[config.mk]
export PLATFORM = sky130hd
export DESIGN_NAME = mem_access_unit
export DESIGN_NICKNAME = d
export VERILOG_FILES = /design/src/rtl/mem_access_unit.sv
export SDC_FILE = /design/constraint.sdc
export NUM_CORES = 1
export LEC_CHECK = 0
export BUFFER_PORTS_ARGS = -buffer_cell sky130_fd_sc_hd__buf_2
export CAP_MARGIN = 25
export CORE_MARGIN = 2
export CORE_UTILIZATION = 40
export CTS_BUF_LIST = sky130_fd_sc_hd__clkbuf_16
export CTS_CLUSTER_DIAMETER = 200
export DETAILED_ROUTE_END_ITERATION = 7
export PLACE_DENSITY = 0.79
export SYNTH_ARGS = -nofsm -noshare
export SYNTH_HDL_FRONTEND = slang
export SYNTH_SLANG_ARGS = --single-unit
[constraint.sdc]
create_clock -name clk -period 3.2 [get_ports clk]
set_input_delay 0.64 -clock clk [delete_from_list [all_inputs] [get_ports clk]]
set_output_delay 0.64 -clock clk [all_outputs]
set_load 0.02 [all_outputs]
[src/rtl/mem_access_unit.sv]
// mem_access_unit: MEM-stage load/store unit driving a req/gnt/rvalid data bus with pipeline stall.
// Optional misaligned-access trap enabled by defining MISALIGN_TRAP_EN.
module mem_access_unit #(
  parameter int TIMEOUT_CYCLES = 255
) (
  input  logic        clk,
  input  logic        rst_n,
  input  logic        mem_read_in,
  input  logic        mem_write_in,
  input  logic [2:0]  funct3_in,
  input  logic [31:0] addr_in,
  input  logic [31:0] store_data_in,
  output logic        dmem_req,
  output logic        dmem_we,
  output logic [31:0] dmem_addr,
  output logic [3:0]  dmem_be,
  output logic [31:0] dmem_wdata,
  input  logic        dmem_gnt,
  input  logic        dmem_rvalid,
  input  logic [31:0] dmem_rdata,
  output logic [31:0] load_data_out,
  output logic        lsu_stall,
  output logic        bus_err,
  output logic        misalign_exc
);
  typedef enum logic [1:0] {IDLE, REQ, WAIT_R} state_t;
  state_t state_q, state_d;
  logic [15:0] cnt_q, cnt_d;
  logic [31:0] addr_q, addr_d, wdata_q, wdata_d;
  logic [3:0]  be_q, be_d;
  logic        we_q, we_d;
  logic        access, is_w, is_h, mis, issue, tmo, req_c, stall_c;
  logic [1:0]  off;
  logic [3:0]  be_c;
  logic [31:0] wdata_c, fmt;
  logic [7:0]  b;
  logic [15:0] h;

  assign access  = mem_read_in | mem_write_in;
  assign off     = addr_in[1:0];
  assign is_w    = funct3_in[1];
  assign is_h    = funct3_in[1:0] == 2'b01;
  assign be_c    = (!mem_write_in || is_w) ? 4'b1111 : is_h ? (off[1] ? 4'b1100 : 4'b0011) : 4'b0001 << off;
  assign wdata_c = !mem_write_in ? '0 : is_w ? store_data_in : is_h ? {2{store_data_in[15:0]}} : {4{store_data_in[7:0]}};
`ifdef MISALIGN_TRAP_EN
  assign mis = access & ((is_h & off[0]) | (is_w & (|off)));
`else
  assign mis = 1'b0;
`endif
  assign issue = access & !mis;
  assign tmo   = cnt_q == 16'(TIMEOUT_CYCLES - 1);
  // Load formatting reads EX/MEM directly: it is frozen while the access is outstanding.
  assign b   = dmem_rdata[{off, 3'b000} +: 8];
  assign h   = off[1] ? dmem_rdata[31:16] : dmem_rdata[15:0];
  assign fmt = is_w ? dmem_rdata : is_h ? {{16{h[15] & !funct3_in[2]}}, h} : {{24{b[7] & !funct3_in[2]}}, b};

  always_ff @(posedge clk or negedge rst_n) begin
    if (!rst_n) begin
      state_q <= IDLE;
      cnt_q   <= '0;
      addr_q  <= '0;
      wdata_q <= '0;
      be_q    <= '0;
      we_q    <= 1'b0;
    end else begin
      state_q <= state_d;
      cnt_q   <= cnt_d;
      addr_q  <= addr_d;
      wdata_q <= wdata_d;
      be_q    <= be_d;
      we_q    <= we_d;
    end
  end

  always_comb begin
    state_d = state_q;
    cnt_d   = cnt_q + 16'd1;
    addr_d  = addr_q;
    wdata_d = wdata_q;
    be_d    = be_q;
    we_d    = we_q;
    case (state_q)
      IDLE: begin
        cnt_d = '0;
        if (issue && !dmem_gnt) begin
          state_d = REQ;
          addr_d  = {addr_in[31:2], 2'b00};
          wdata_d = wdata_c;
          be_d    = be_c;
          we_d    = mem_write_in;
        end else if (issue && mem_read_in) state_d = WAIT_R;
      end
      REQ: begin
        if (dmem_gnt) begin
          state_d = we_q ? IDLE : WAIT_R;
          cnt_d   = '0;
        end else if (tmo) state_d = IDLE;
      end
      WAIT_R: state_d = (dmem_rvalid || tmo) ? IDLE : WAIT_R;
      default: state_d = IDLE;
    endcase
  end

  always_comb begin
    req_c         = 1'b0;
    stall_c       = 1'b0;
    dmem_we       = 1'b0;
    dmem_addr     = '0;
    dmem_be       = '0;
    dmem_wdata    = '0;
    load_data_out = '0;
    bus_err       = 1'b0;
    misalign_exc  = 1'b0;
    case (state_q)
      IDLE: begin
        req_c        = issue;
        stall_c      = issue & !(mem_write_in & dmem_gnt);
        dmem_we      = issue & mem_write_in;
        dmem_addr    = issue ? {addr_in[31:2], 2'b00} : '0;
        dmem_be      = issue ? be_c : '0;
        dmem_wdata   = issue ? wdata_c : '0;
        misalign_exc = mis;
      end
      REQ: begin
        req_c      = 1'b1;
        stall_c    = dmem_gnt ? !we_q : !tmo;
        dmem_we    = we_q;
        dmem_addr  = addr_q;
        dmem_be    = be_q;
        dmem_wdata = wdata_q;
        bus_err    = tmo & !dmem_gnt;
      end
      WAIT_R: begin
        stall_c       = !dmem_rvalid & !tmo;
        bus_err       = tmo & !dmem_rvalid;
        load_data_out = dmem_rvalid ? fmt : '0;
      end
      default: ;
    endcase
  end

  // Request and stall must drop the instant reset asserts, even if EX/MEM still shows an access.
  assign dmem_req  = rst_n & req_c;
  assign lsu_stall = rst_n & stall_c;
endmodule

# --- Yosys cells after proc, flatten, opt, wreduce, memory -nomap -nowiden ---
# Index checks and enable logic that the tools add are counted.
word_totals:
  register_bits: 85
  inputBits: 105
  wordCells: 71
classes:
  n_addsub: 1
  eq_ne: 6
  shift: 2
  n_mux: 31
  n_bitwise: 11
  n_reduce_logical: 14
ops:
  columns: ["operator", "count"]
  rows:
  - ["2-to-1 mux 32 bit", 9]
  - ["one-hot mux 32 bit (2 select lines)", 2]
  - ["2-to-1 mux 16 bit", 2]
  - ["one-hot mux 16 bit (2 select lines)", 1]
  - ["variable part select 32 x 6 -> 8 bit", 1]
  - ["adder 16 x 1 -> 16 bit (second input constant)", 1]
  - ["== test 16 x 8 -> 1 bit (second input constant)", 1]
  - ["2-to-1 mux 4 bit", 4]
  - ["2-to-1 mux 2 bit", 6]
  - ["bitwise AND 1 bit", 10]
  - ["one-hot mux 4 bit (2 select lines)", 1]
  - ["logical NOT 1 bit", 7]
  - ["inequality test 3 bit (second input constant)", 2]
  - ["one-hot mux 1 bit (2 select lines)", 3]
  - ["one-hot mux 2 bit (3 select lines)", 1]
  - ["== test 2 x 1 -> 1 bit (second input constant)", 2]
  - ["AND reduction 2 bit", 2]
  - ["<< shifter 1 x 2 -> 4 bit (first input constant)", 1]
  - ["one-hot mux 1 bit (3 select lines)", 1]
  - ["== test 2 bit (second input constant)", 1]
  - ["logical AND 1 bit", 2]
  - ["logical NOT 2 bit", 1]
  - ["logical OR 1 bit", 2]
  - ["2-to-1 mux 1 bit", 1]
  - ["bitwise OR 1 bit", 1]

# --- Logic depth before layout (Yosys ltp) ---
# Gate-level depths: netlist of run 1.
logic_depth:
  word_depth: 6
  ltp_mapped: 9
  depth_no_buf: 6

# --- Worst setup path after synthesis of run 1 ---
# OpenSTA, ideal clock, no wires.
synth_path:
  path_type: "input to output"
  start: "input addr_in[1]"
  end: "output load_data_out[21]"
  arrival_time_ps: 2126
  t_required_ps: 2560
  path_slack_ps: 434
  path_stages: 6
  n_path_buf: 2
  cell_sequence: "clkbuf_1 > mux4_2 > or2_1 > a21oi_2 > buf_4 > nor2_1"
synth_between:
  elab_chain_cells: 6
synth_rtl:
  columns: ["element", "line_no", "rtl"]
  rows:
  - ["start, declared", "11", "input logic [31:0] addr_in,"]
  - ["variable part select 32 x 6 -> 8 bit or 2-to-1 mux 16 bit (tied branches)", "53, 54", null]
  - ["bitwise AND 1 bit", "55", "assign fmt = is_w ? dmem_rdata : is_h ? {{16{h[15] & !funct3_in[2]}}, h} : {{24{b[7] & !funct3_in[2]}}, b};"]
  - ["2-to-1 mux 32 bit * (2 in series)", "55", null]
  - ["2-to-1 mux 32 bit *", "136", "load_data_out = dmem_rvalid ? fmt : '0;"]
  - ["2-to-1 mux 32 bit *", "114", "case (state_q)"]
  - ["end, declared", "21", "output logic [31:0] load_data_out,"]
# Mark *: on every way between the ends. The rest lies on a longest branch, timed or not.

# --- Final worst setup path of run 1 ---
layout_path:
  start: "register state_q[0]"
  end: "output load_data_out[23]"
layout_between:
  elab_chain_cells: 2
layout_rtl:
  columns: ["element", "line_no", "rtl"]
  rows:
  - ["start, declared", "27", "state_t state_q, state_d;"]
  - ["start signal, assigned", "66", "state_q <= state_d;"]
  - ["== test 2 bit", "114", null]
  - ["2-to-1 mux 32 bit", "114", null]
# No other way between the ends.

==> metrics.csv, run 1 <==
stage,metric,value,unit
flow_run,maxcap violations,0,
cts,htree depth,3,
detailed_routing,Post-Route WL,16000,um
critical_path,CP top delay family,simple AND/OR/NAND/NOR gates,
detailed_routing,DR DRC count,0,
finish,Layout Utilization,0.519,
power_and_ir_drop,Leakage,3.76,nW
yosys,"Seq/Total Area, Yosys",0.402,
critical_path,type of the worst setup path,flip-flop to output port,
sta,max-slew violations,0,
cts,root buf cell,clkbuf_16,
critical_path,Crit path required time,2560,ps
cts,cts repair resizes,0,
placed_design,placed insts,983,
sta,Final setup viols,0,
detailed_routing,Wirelength per Cell,16.0,um
cts,clk_lat worst skew,330,ps
power_and_ir_drop,Max VDD drop,299,uV
global_routing,first-pass GRT wire length,25700,um
critical_path,critical path peak fanout,25,
die,Top-Level Pins,210,
detailed_routing,met2 wire length,7670,um
finish,nets,930,
detailed_routing,DR WL met3,1020,um
yosys,prevailing post-synth register cell,dfrtp_1,
detailed_routing,met1 WL,7020,um
detailed_routing,Top Metal Used,met4,
yosys,Cell variety after synth,49,
placed_design,buffers added on ports,206,
die,Initial Util,0.404,
yosys,yosys warns,0,
detailed_routing,DRT antenna net count,0,
finish,Fillers,1260,
sta,min cycle time layout,2900,ps
finish,design area,0.00679,sq mm
detailed_routing,DR iter-0 viols,300,
global_routing,largest net degree at the start of global routing,76,
global_routing,vias in the first global route,5010,
finish,layout cells sized above 1,0.308,
die,Core Area,0.0131,sq mm
cts,CTS buffer count,9,
detailed_routing,Initial DRT Pass Iterations,5,
placed_design,Post-DP HPWL,11700,um
sta,Hold Slack,138,ps
placed_design,Post-DP Area,0.00649,sq mm
finish,multi-input logic area,0.00291,sq mm
die,Die W,119,um
finish,sequential standard cell area,0.00213,sq mm
global_routing,remaining global-route overflow,0,
die,Rows,42,
critical_path,Worst path max stage delay,620,ps
global_routing,total track usage,0.224,
cts,Post-CTS Setup Inserts,0,
critical_path,Buffers & Inverters on Critical Path,2,
critical_path,R2R setup slack,730,ps
cts,CTS tree,yes,
sta,Least-Margin Pin Slew,805,ps
finish,most frequent cells in the layout,"205 x buf_2, 153 x nand2_1, 85 x dfrtp_1",
hold_path,Hold Crit Class,primary input to asynchronous set/reset pin,
yosys,Syn Inst Count,633,
yosys,Yosys top cell by area,dfrtp_1,
finish,area grow syn2layout,28.5,%
die,die area,0.0142,sq mm
yosys,Synth area leaders,"dfrtp_1 40%, nand2_1 11%, a22o_1 10%",
critical_path,crit-path cells,inv_1 > ha_1 > and2_1 > o21ai_0 > nor2_1 > buf_2,
sta,Clock Skews,8.04,ps
cts,Sink Count,85,
placed_design,Final Wtd Congestion,0.875,
sta,Slew Limit Headroom,0.460,
detailed_routing,vias,5386,
detailed_routing,vias per std cell,5.38,
critical_path,CP Capture Type,output port,
sta,Final Cycle Share,0.905,
cts,Clock Pin Slew Worst Setup and Hold Paths,60,ps
critical_path,crit start category,flip-flop,
sta,Fin. Hold Viols,0,
yosys,"FF+latch count, synth",85,
critical_path,CP arrival,2260,ps
die,Die H,119,um
sta,unrepaired setup endpoints after global routing,no,
critical_path,CP max stage cell,and2_1,
cts,Longest Clk Path Bufs,2,
finish,"commonest non-fill, non-tap cell in the layout",buf_2,
power_and_ir_drop,pwr dens,755,mW/mm^2
yosys,Synth top area share,0.402,
yosys,synthesized cell area,0.00529,sq mm
cts,hold_buf cts,0,
yosys,synthesized area per cell,8.35,sq um
global_routing,initial antenna violation count,0,
outcome,status,finished clean,
yosys,Post-synth ARST share,1.00,
finish,Finished Layout Cells,1001,
sta,setup TNS,0,ps
sta,Max Freq,0.345,GHz
yosys,Post-synth EDFFs,0,
routing by layer:
metal | GRT usage | up-vias
met3 | 0.0441 | 22
met4 | 0.0603 | 0
met2 | 0.365 | 195
met5 | 0 | -
li1 | - | 2598
met1 | 0.305 | 2571
final timing paths:
path	from	end	depth (start not counted)
worst max-delay path	state_q[0]$_DFFE_PN0P_	load_data_out[23]	6
worst max register to register	state_q[1]$_DFFE_PN0P_	wdata_q[4]$_DFFE_PN0P_	7
min in group clk	addr_q[11]$_DFFE_PN0P_	addr_q[11]$_DFFE_PN0P_	2
worst min-delay path	rst_n	addr_q[23]$_DFFE_PN0P_	1
worst min register to register	addr_q[11]$_DFFE_PN0P_	addr_q[11]$_DFFE_PN0P_	2
max in group asynchronous	rst_n	wdata_q[3]$_DFFE_PN0P_	3
flip-flops by register name, indices dropped and copies added (netlist names):
register / cells
addr_q: 30
be_q: 4
cnt_q: 16
state_q: 2
wdata_q: 32
we_q: 1
cells in the mapped netlist, types with 6 or more instances:
master,n
nand2_1,154
dfrtp_1,85
a22o_1,63
nor2_1,54
o21ai_0,46
clkbuf_1,36
mux2i_1,32
a21o_1,19
a21oi_1,19
inv_1,17
o211ai_1,8
o22ai_1,8
a221oi_1,7
o221a_2,7
buf_1,6
ha_1,6
xnor2_1,6
where the power goes:
| group | internal (mW) | switching (mW) | leakage (nW) | total [mW] |
|---|---|---|---|---|
| clock | 0.529 | 0.431 | 0.138 | 0.960 |
| combinational | 0.908 | 1.48 | 2.52 | 2.38 |
| sequential | 1.51 | 0.275 | 1.10 | 1.78 |
| total | 2.94 | 2.18 | 3.76 | 5.13 |
cells by family (layout without fill, tap and decap cells):
group,after synthesis,count (layout),synth area share
simple gates,242,242,0.191
compound gates,189,189,0.258
flops,85,85,0.402
buf+inv,66,255,0.0504
mux,33,33,0.0649
xor+xnor,11,11,0.0182
fa+ha+maj,6,6,0.0142
other cells,1,4,0.000709
per-stage QoR:
step / setup slack, ps / power [mW]
after global routing: 90.8 / 5.49
after detailed placement: 495 / 4.18
after CTS: 280 / 5.17
after global placement: 533 / 4.12
final: 304 / 5.13
after floorplan: 434 / 3.38
cell type report:
type	count	area share
antenna	1	0.000368
clock buffer	9	0.0332
clock inverter	7	0.00700
inverter	17	0.00939
multi-input combinational	484	0.428
sequential	85	0.313
tap	176	0.0324
timing repair buffer	222	0.176
No activity file was read; power rests on OpenSTA's default activity.
==> run 2, diff against run 1 <==
--- a/config.mk
+++ b/config.mk
@@ -7,7 +7,7 @@
 export LEC_CHECK = 0
 export BUFFER_PORTS_ARGS = -buffer_cell sky130_fd_sc_hd__buf_2
 export CAP_MARGIN = 25
-export CORE_MARGIN = 2
+export CORE_MARGIN = 10
 export CORE_UTILIZATION = 40
 export CTS_BUF_LIST = sky130_fd_sc_hd__clkbuf_16
 export CTS_CLUSTER_DIAMETER = 200
==> metrics.csv, run 2 (same netlist as run 1, synthesis figures left out) <==
stage,metric,value,unit,change
outcome,status,finished clean,,
critical_path,crit start category,flip-flop,,
cts,Sink Count,85,,unchanged
global_routing,first-pass GRT wire length,27700,um,+8.1%
sta,min cycle time layout,2910,ps,+12.5 ps
detailed_routing,met2 wire length,8600,um,+12%
finish,most frequent cells in the layout,"205 x buf_2, 153 x nand2_1, 85 x dfrtp_1",,
global_routing,initial antenna violation count,0,,unchanged
critical_path,CP arrival,2270,ps,about the same
critical_path,Crit path required time,2560,ps,about the same
finish,layout cells sized above 1,0.307,,-0.00121
sta,setup TNS,0,ps,unchanged
detailed_routing,DR DRC count,0,,unchanged
cts,clk_lat worst skew,340,ps,about the same
cts,Post-CTS Setup Inserts,0,,unchanged
sta,unrepaired setup endpoints after global routing,no,,
die,Initial Util,0.414,,+0.00985
placed_design,Final Wtd Congestion,0.888,,+1.4%
detailed_routing,vias per std cell,5.44,,+1.1%
cts,hold_buf cts,0,,unchanged
global_routing,remaining global-route overflow,0,,unchanged
sta,final worst slack,291,ps,-12.5 ps
detailed_routing,Post-Route WL,17600,um,+9.9%
cts,CTS buffer count,9,,unchanged
finish,nets,930,,unchanged
cts,Clock Pin Slew Worst Setup and Hold Paths,60,ps,about the same
power_and_ir_drop,Max VDD drop,375,uV,+26%
placed_design,buffers added on ports,206,,unchanged
finish,ant diodes,0,,-1
sta,Slew Limit Headroom,0.498,,+0.0380
die,Rows,41,,-2.4%
detailed_routing,Top Metal Used,met4,,
detailed_routing,DRT antenna net count,0,,unchanged
detailed_routing,Wirelength per Cell,17.7,um,+10%
finish,Largest regs,"wdata_q x32, addr_q x30, cnt_q x16",,
finish,Top reg by flops,wdata_q,,
sta,Final setup viols,0,,unchanged
cts,cts repair resizes,0,,unchanged
finish,max FFs per register,32,,unchanged
global_routing,total track usage,0.188,,-0.0359
sta,Fin. Hold Viols,0,,unchanged
critical_path,critical path peak fanout,25,,unchanged
flow_run,maxcap violations,0,,unchanged
critical_path,type of the worst setup path,flip-flop to output port,,
global_routing,vias in the first global route,5310,,+6.0%
cts,htree depth,3,,unchanged
die,Die W,135,um,+13%
placed_design,Post-DP HPWL,13300,um,+14%
power_and_ir_drop,pwr dens,768,mW/mm^2,+1.8%
detailed_routing,vias,5417,,+0.58%
sta,max-slew violations,0,,unchanged
placed_design,pre-CTS WS,508,ps,+13.9 ps
cts,CTS tree,yes,,
detailed_routing,DR iter-0 viols,342,,+14%
die,Die H,135,um,+13%
cts,Longest Clk Path Bufs,2,,unchanged
detailed_routing,met1 WL,7200,um,+2.7%
hold_path,Hold Crit Class,primary input to asynchronous set/reset pin,,
power_and_ir_drop,Leakage,3.75,nW,-0.15%
sta,Least-Margin Pin Slew,754,ps,-51.6 ps
sta,Clock Skews,3.72,ps,-4.32 ps
die,Top-Level Pins,210,,unchanged
detailed_routing,Initial DRT Pass Iterations,5,,unchanged
die,die area,0.0182,sq mm,+29%
critical_path,CP Capture Type,output port,,
die,Core Area,0.0128,sq mm,-2.4%
global_routing,largest net degree at the start of global routing,71,,-6.6%
sta,Final Cycle Share,0.909,,+0.00390
cts,root buf cell,clkbuf_16,,
sta,Max Freq,0.344,GHz,-0.43%
finish,"commonest non-fill, non-tap cell in the layout",buf_2,,
detailed_routing,DR WL met3,1310,um,+28%
finish,area grow syn2layout,28.1,%,
[run 2: cell types whose count changed in the layout (fill, tap and decap cells not counted)]
cell and delta:
buf_16 -1, buf_12 -1, clkinv_1 +1, buf_4 +2
inv_6 -3, bufinv_16 +1, diode_2 -1, clkinv_2 -1
clkinv_4 +2
[run 2: through the flow]
stage               instances  instance area (sq um)  total power [mW]  hold slack, ps   util
global route              996                   6770              5.58             355  0.530
finish                    996                   6770              5.20             329  0.530
detailed placement        980                   6480              4.21             463  0.507
CTS                       996                   6770              5.26             334  0.530
floorplan                 635                   5290              3.38             344      -
global placement          980                   6480              4.15             457  0.507
[run 2: routing by layer]
metal / track usage / vias up
met5: 0 / -
met3: 0.0616 / 39
met2: 0.313 / 220
met4: 0.0652 / 0
met1: 0.222 / 2566
li1: - / 2592
[run 2: worst paths after layout]
path                                              from                       to  slack, ps  cells after the start
worst min register to register     be_q[1]$_DFFE_PN0P_      be_q[1]$_DFFE_PN0P_        470                      2
worst max register to register  state_q[1]$_DFFE_PN0P_   wdata_q[3]$_DFFE_PN0P_       1050                      5
worst min-delay path                             rst_n   addr_q[29]$_DFFE_PN0P_        330                      2
min in group clk                   be_q[1]$_DFFE_PN0P_      be_q[1]$_DFFE_PN0P_        470                      2
max in group asynchronous                        rst_n  wdata_q[16]$_DFFE_PN0P_       1810                      3
worst max-delay path            state_q[0]$_DFFE_PN0P_                  bus_err        290                      5
[run 2: power breakdown]
group / total (mW) / switching [mW] / internal [mW]
Clock: 1.03 / 0.430 / 0.600
Combinational: 2.40 / 1.50 / 0.900
Sequential: 1.77 / 0.266 / 1.51
Total: 5.20 / 2.19 / 3.01
[run 2: cell type report]
| cell class | instances | area [sq um] |
|---|---|---|
| timing repair buffer | 222 | 1170 |
| tap | 172 | 215 |
| clock inverter | 7 | 67.6 |
| inverter | 17 | 63.8 |
| clock buffer | 9 | 225 |
| sequential | 85 | 2130 |
| fill | 1236 | 6000 |
| multi-input combinational | 484 | 2910 |
[run 2: worst max-delay path: stages (launching register included)]
cell and delay, ps:
dfrtp_1 380, inv_1 90, ha_1 240, and2_1 420, nor4_1 540, buf_2 260
==> run 3, diff against run 2 <==
--- a/config.mk
+++ b/config.mk
@@ -8,11 +8,12 @@
 export BUFFER_PORTS_ARGS = -buffer_cell sky130_fd_sc_hd__buf_2
 export CAP_MARGIN = 25
 export CORE_MARGIN = 10
-export CORE_UTILIZATION = 40
+export CORE_UTILIZATION = 25
 export CTS_BUF_LIST = sky130_fd_sc_hd__clkbuf_16
 export CTS_CLUSTER_DIAMETER = 200
 export DETAILED_ROUTE_END_ITERATION = 7
-export PLACE_DENSITY = 0.79
+export GPL_ROUTABILITY_DRIVEN = 0
+export PLACE_DENSITY = 0.58
 export SYNTH_ARGS = -nofsm -noshare
 export SYNTH_HDL_FRONTEND = slang
 export SYNTH_SLANG_ARGS = --single-unit
==> metrics.csv, run 3 (same netlist as run 1, synthesis figures left out) <==
stage,metric,value,unit,change
finish,most frequent cells in the layout,"205 x buf_2, 153 x nand2_1, 85 x dfrtp_1",,
critical_path,RR Endpoint,wdata_q[9]$_DFFE_PN0P_,,
finish,Fillers,2257,,+83%
sta,Clock Skews,13.0,ps,+9.32 ps
power_and_ir_drop,pwr dens,753,mW/mm^2,-2.0%
critical_path,crit path from,state_q[0]$_DFFE_PN0P_,,
placed_design,buffers added on ports,206,,unchanged
cts,cts repair resizes,0,,unchanged
detailed_routing,Wirelength per Cell,18.1,um,+2.5%
global_routing,largest net degree at the start of global routing,49,,-31%
cts,Sink Count,85,,unchanged
power_and_ir_drop,P_sw,2.27,mW,+3.4%
power_and_ir_drop,Max VDD drop,287,uV,-24%
cts,CTS buffer count,9,,unchanged
detailed_routing,Initial DRT Pass Iterations,5,,unchanged
global_routing,first-pass GRT wire length,30700,um,+11%
sta,min cycle time layout,3030,ps,+120 ps
global_routing,vias in the first global route,5356,,+0.87%
detailed_routing,vias per std cell,4.84,,-11%
cts,Longest Clk Path Bufs,2,,unchanged
hold_path,Hold Crit Class,primary input to asynchronous set/reset pin,,
finish,"commonest non-fill, non-tap cell in the layout",buf_2,,
critical_path,Buffers & Inverters on Critical Path,2,,unchanged
detailed_routing,vias,5351,,-1.2%
sta,Hold Slack,386,ps,+56.9 ps
cts,root buf cell,clkbuf_16,,
power_and_ir_drop,Clk pwr share,0.192,,-0.006
finish,area grow syn2layout,31.1,%,
cts,clk_lat worst skew,350,ps,about the same
finish,nets,933,,+0.32%
sta,final worst slack,172,ps,-120 ps
detailed_routing,DR iter-0 viols,353,,+3.2%
cts,Post-CTS Setup Inserts,0,,unchanged
sta,Fin. Hold Viols,0,,unchanged
cts,CTS tree,yes,,
placed_design,pre-CTS WS,426,ps,-82.6 ps
power_and_ir_drop,P_int,2.95,mW,-2.0%
critical_path,CP top delay family,simple AND/OR/NAND/NOR gates,,
sta,Slew Limit Headroom,0.474,,-0.0237
detailed_routing,DRT antenna net count,0,,unchanged
die,Initial Util,0.253,,-0.161
critical_path,critical path peak fanout,25,,unchanged
sta,setup TNS,0,ps,unchanged
critical_path,Crit path required time,2560,ps,about the same
critical_path,worst reg2reg path startpoint,state_q[0]$_DFFE_PN0P_,,
power_and_ir_drop,Reg power frac,0.338,,-0.003
critical_path,crit start category,flip-flop,,
cts,htree depth,3,,unchanged
critical_path,CP arrival,2390,ps,+120 ps
finish,Largest regs,"wdata_q x32, addr_q x30, cnt_q x16",,
sta,max-slew violations,0,,unchanged
critical_path,crit-path cells,inv_1 > ha_1 > and2_1 > o21ai_0 > a21oi_1 > buf_2,,
global_routing,total track usage,0.143,,-0.0452
critical_path,CP Capture Type,output port,,
finish,layout cells sized above 1,0.312,,+0.00493
sta,unrepaired setup endpoints after global routing,no,,
critical_path,Worst path max stage delay,660,ps,+120 ps
power_and_ir_drop,final total power,5.22,mW,+0.31%
critical_path,R2R setup slack,970,ps,-80 ps
global_routing,initial antenna violation count,1,,+1
cts,hold_buf cts,0,,unchanged
power_and_ir_drop,switch share,0.435,,+0.0131
cts,Clock Pin Slew Worst Setup and Hold Paths,70,ps,about the same
sta,Max Freq,0.330,GHz,-4.0%
detailed_routing,Post-Route WL,20000,um,+14%
power_and_ir_drop,Comb pwr share,0.470,,+0.009
global_routing,M3 GR Usage,0.0394,,-0.0222
die,Die W,165,um,+23%
global_routing,remaining global-route overflow,0,,unchanged
finish,Layout Utilization,0.332,,-0.199
finish,Top reg by flops,wdata_q,,
die,die area,0.0274,sq mm,+50%
global_routing,GRT Max-Usage Layer,met2,,
placed_design,Post-DP HPWL,14900,um,+12%
critical_path,R2R cell count,7,,+2
power_and_ir_drop,Leakage,3.75,nW,about the same
die,Core Area,0.0209,sq mm,+64%
critical_path,type of the worst setup path,flip-flop to output port,,
critical_path,WP depth,6,,+1
sta,Final Cycle Share,0.946,,+0.0374
sta,Least-Margin Pin Slew,789,ps,+35.5 ps
global_routing,routing usage on met2,0.228,,-0.0853
finish,max FFs per register,32,,unchanged
global_routing,GRT met1 Usage,0.187,,-0.0349
detailed_routing,DR DRC count,0,,unchanged
sta,Final setup viols,0,,unchanged
flow_run,maxcap violations,0,,unchanged
outcome,status,finished clean,,
die,Top-Level Pins,210,,unchanged
critical_path,CP max stage cell,and2_1,,
critical_path,crit path capture,load_data_out[7],,
die,Rows,53,,+29%
die,Die H,165,um,+23%
==> run 3: changes by cell type in the layout (fill, tap and decap cells not counted), sizes merged <==
cell / before / now
buf: 222 / 225
clkinvlp: 1 / 4
diode: 0 / 3
bufinv: 1 / 0
clkinv: 4 / 3
inv: 18 / 17
==> run 3: worst min-delay path by stage <==
| stage | cells past startpoint | from | slack [ps] | endpoint |
|---|---|---|---|---|
| after floorplan | 0 | rst_n | 340 | addr_q[10]$_DFFE_PN0P_ |
| after global placement | 2 | addr_q[10]$_DFFE_PN0P_ | 460 | addr_q[10]$_DFFE_PN0P_ |
| after detailed placement | 2 | addr_q[17]$_DFFE_PN0P_ | 470 | addr_q[17]$_DFFE_PN0P_ |
| after CTS | 2 | rst_n | 400 | addr_q[29]$_DFFE_PN0P_ |
| after global routing | 2 | rst_n | 420 | cnt_q[15]$_DFF_PN0_ |
| final | 2 | rst_n | 390 | addr_q[29]$_DFFE_PN0P_ |
==> run 3: through the flow <==
step / cells / cell area, sq um
final: 1105 / 6930
after global routing: 1102 / 6920
after CTS: 1102 / 6920
after detailed placement: 1086 / 6640
after global placement: 1086 / 6640
after floorplan: 635 / 5290
==> run 3: layout make-up <==
type | instances | area, sq um | share of cell area
well taps | 275 | 344 | 0.0497
clock buffers | 9 | 225 | 0.0325
multi-input cells | 484 | 2910 | 0.420
inverters | 17 | 63.8 | 0.00921
flip-flops and latches | 85 | 2130 | 0.307
repair buffers | 225 | 1200 | 0.173
clock inverters | 7 | 52.6 | 0.00758
diodes | 3 | 7.51 | 0.00108
==> run 3: layer usage <==
layer	up-vias	wire length (um)
met5	-	0
met4	0	364
met3	21	1020
met2	146	9590
met1	2569	9020
li1	2615	-
==> run 3: power groups by stage <==
stage / Sequential (mW) / Combinational (mW) / Clock, mW
floorplan: 1.71 / 1.67 / 0
global placement: 1.77 / 2.47 / 0
detailed placement: 1.77 / 2.50 / 0
CTS: 1.76 / 2.50 / 1.04
global route: 1.82 / 2.70 / 1.08
finish: 1.76 / 2.45 / 1.00
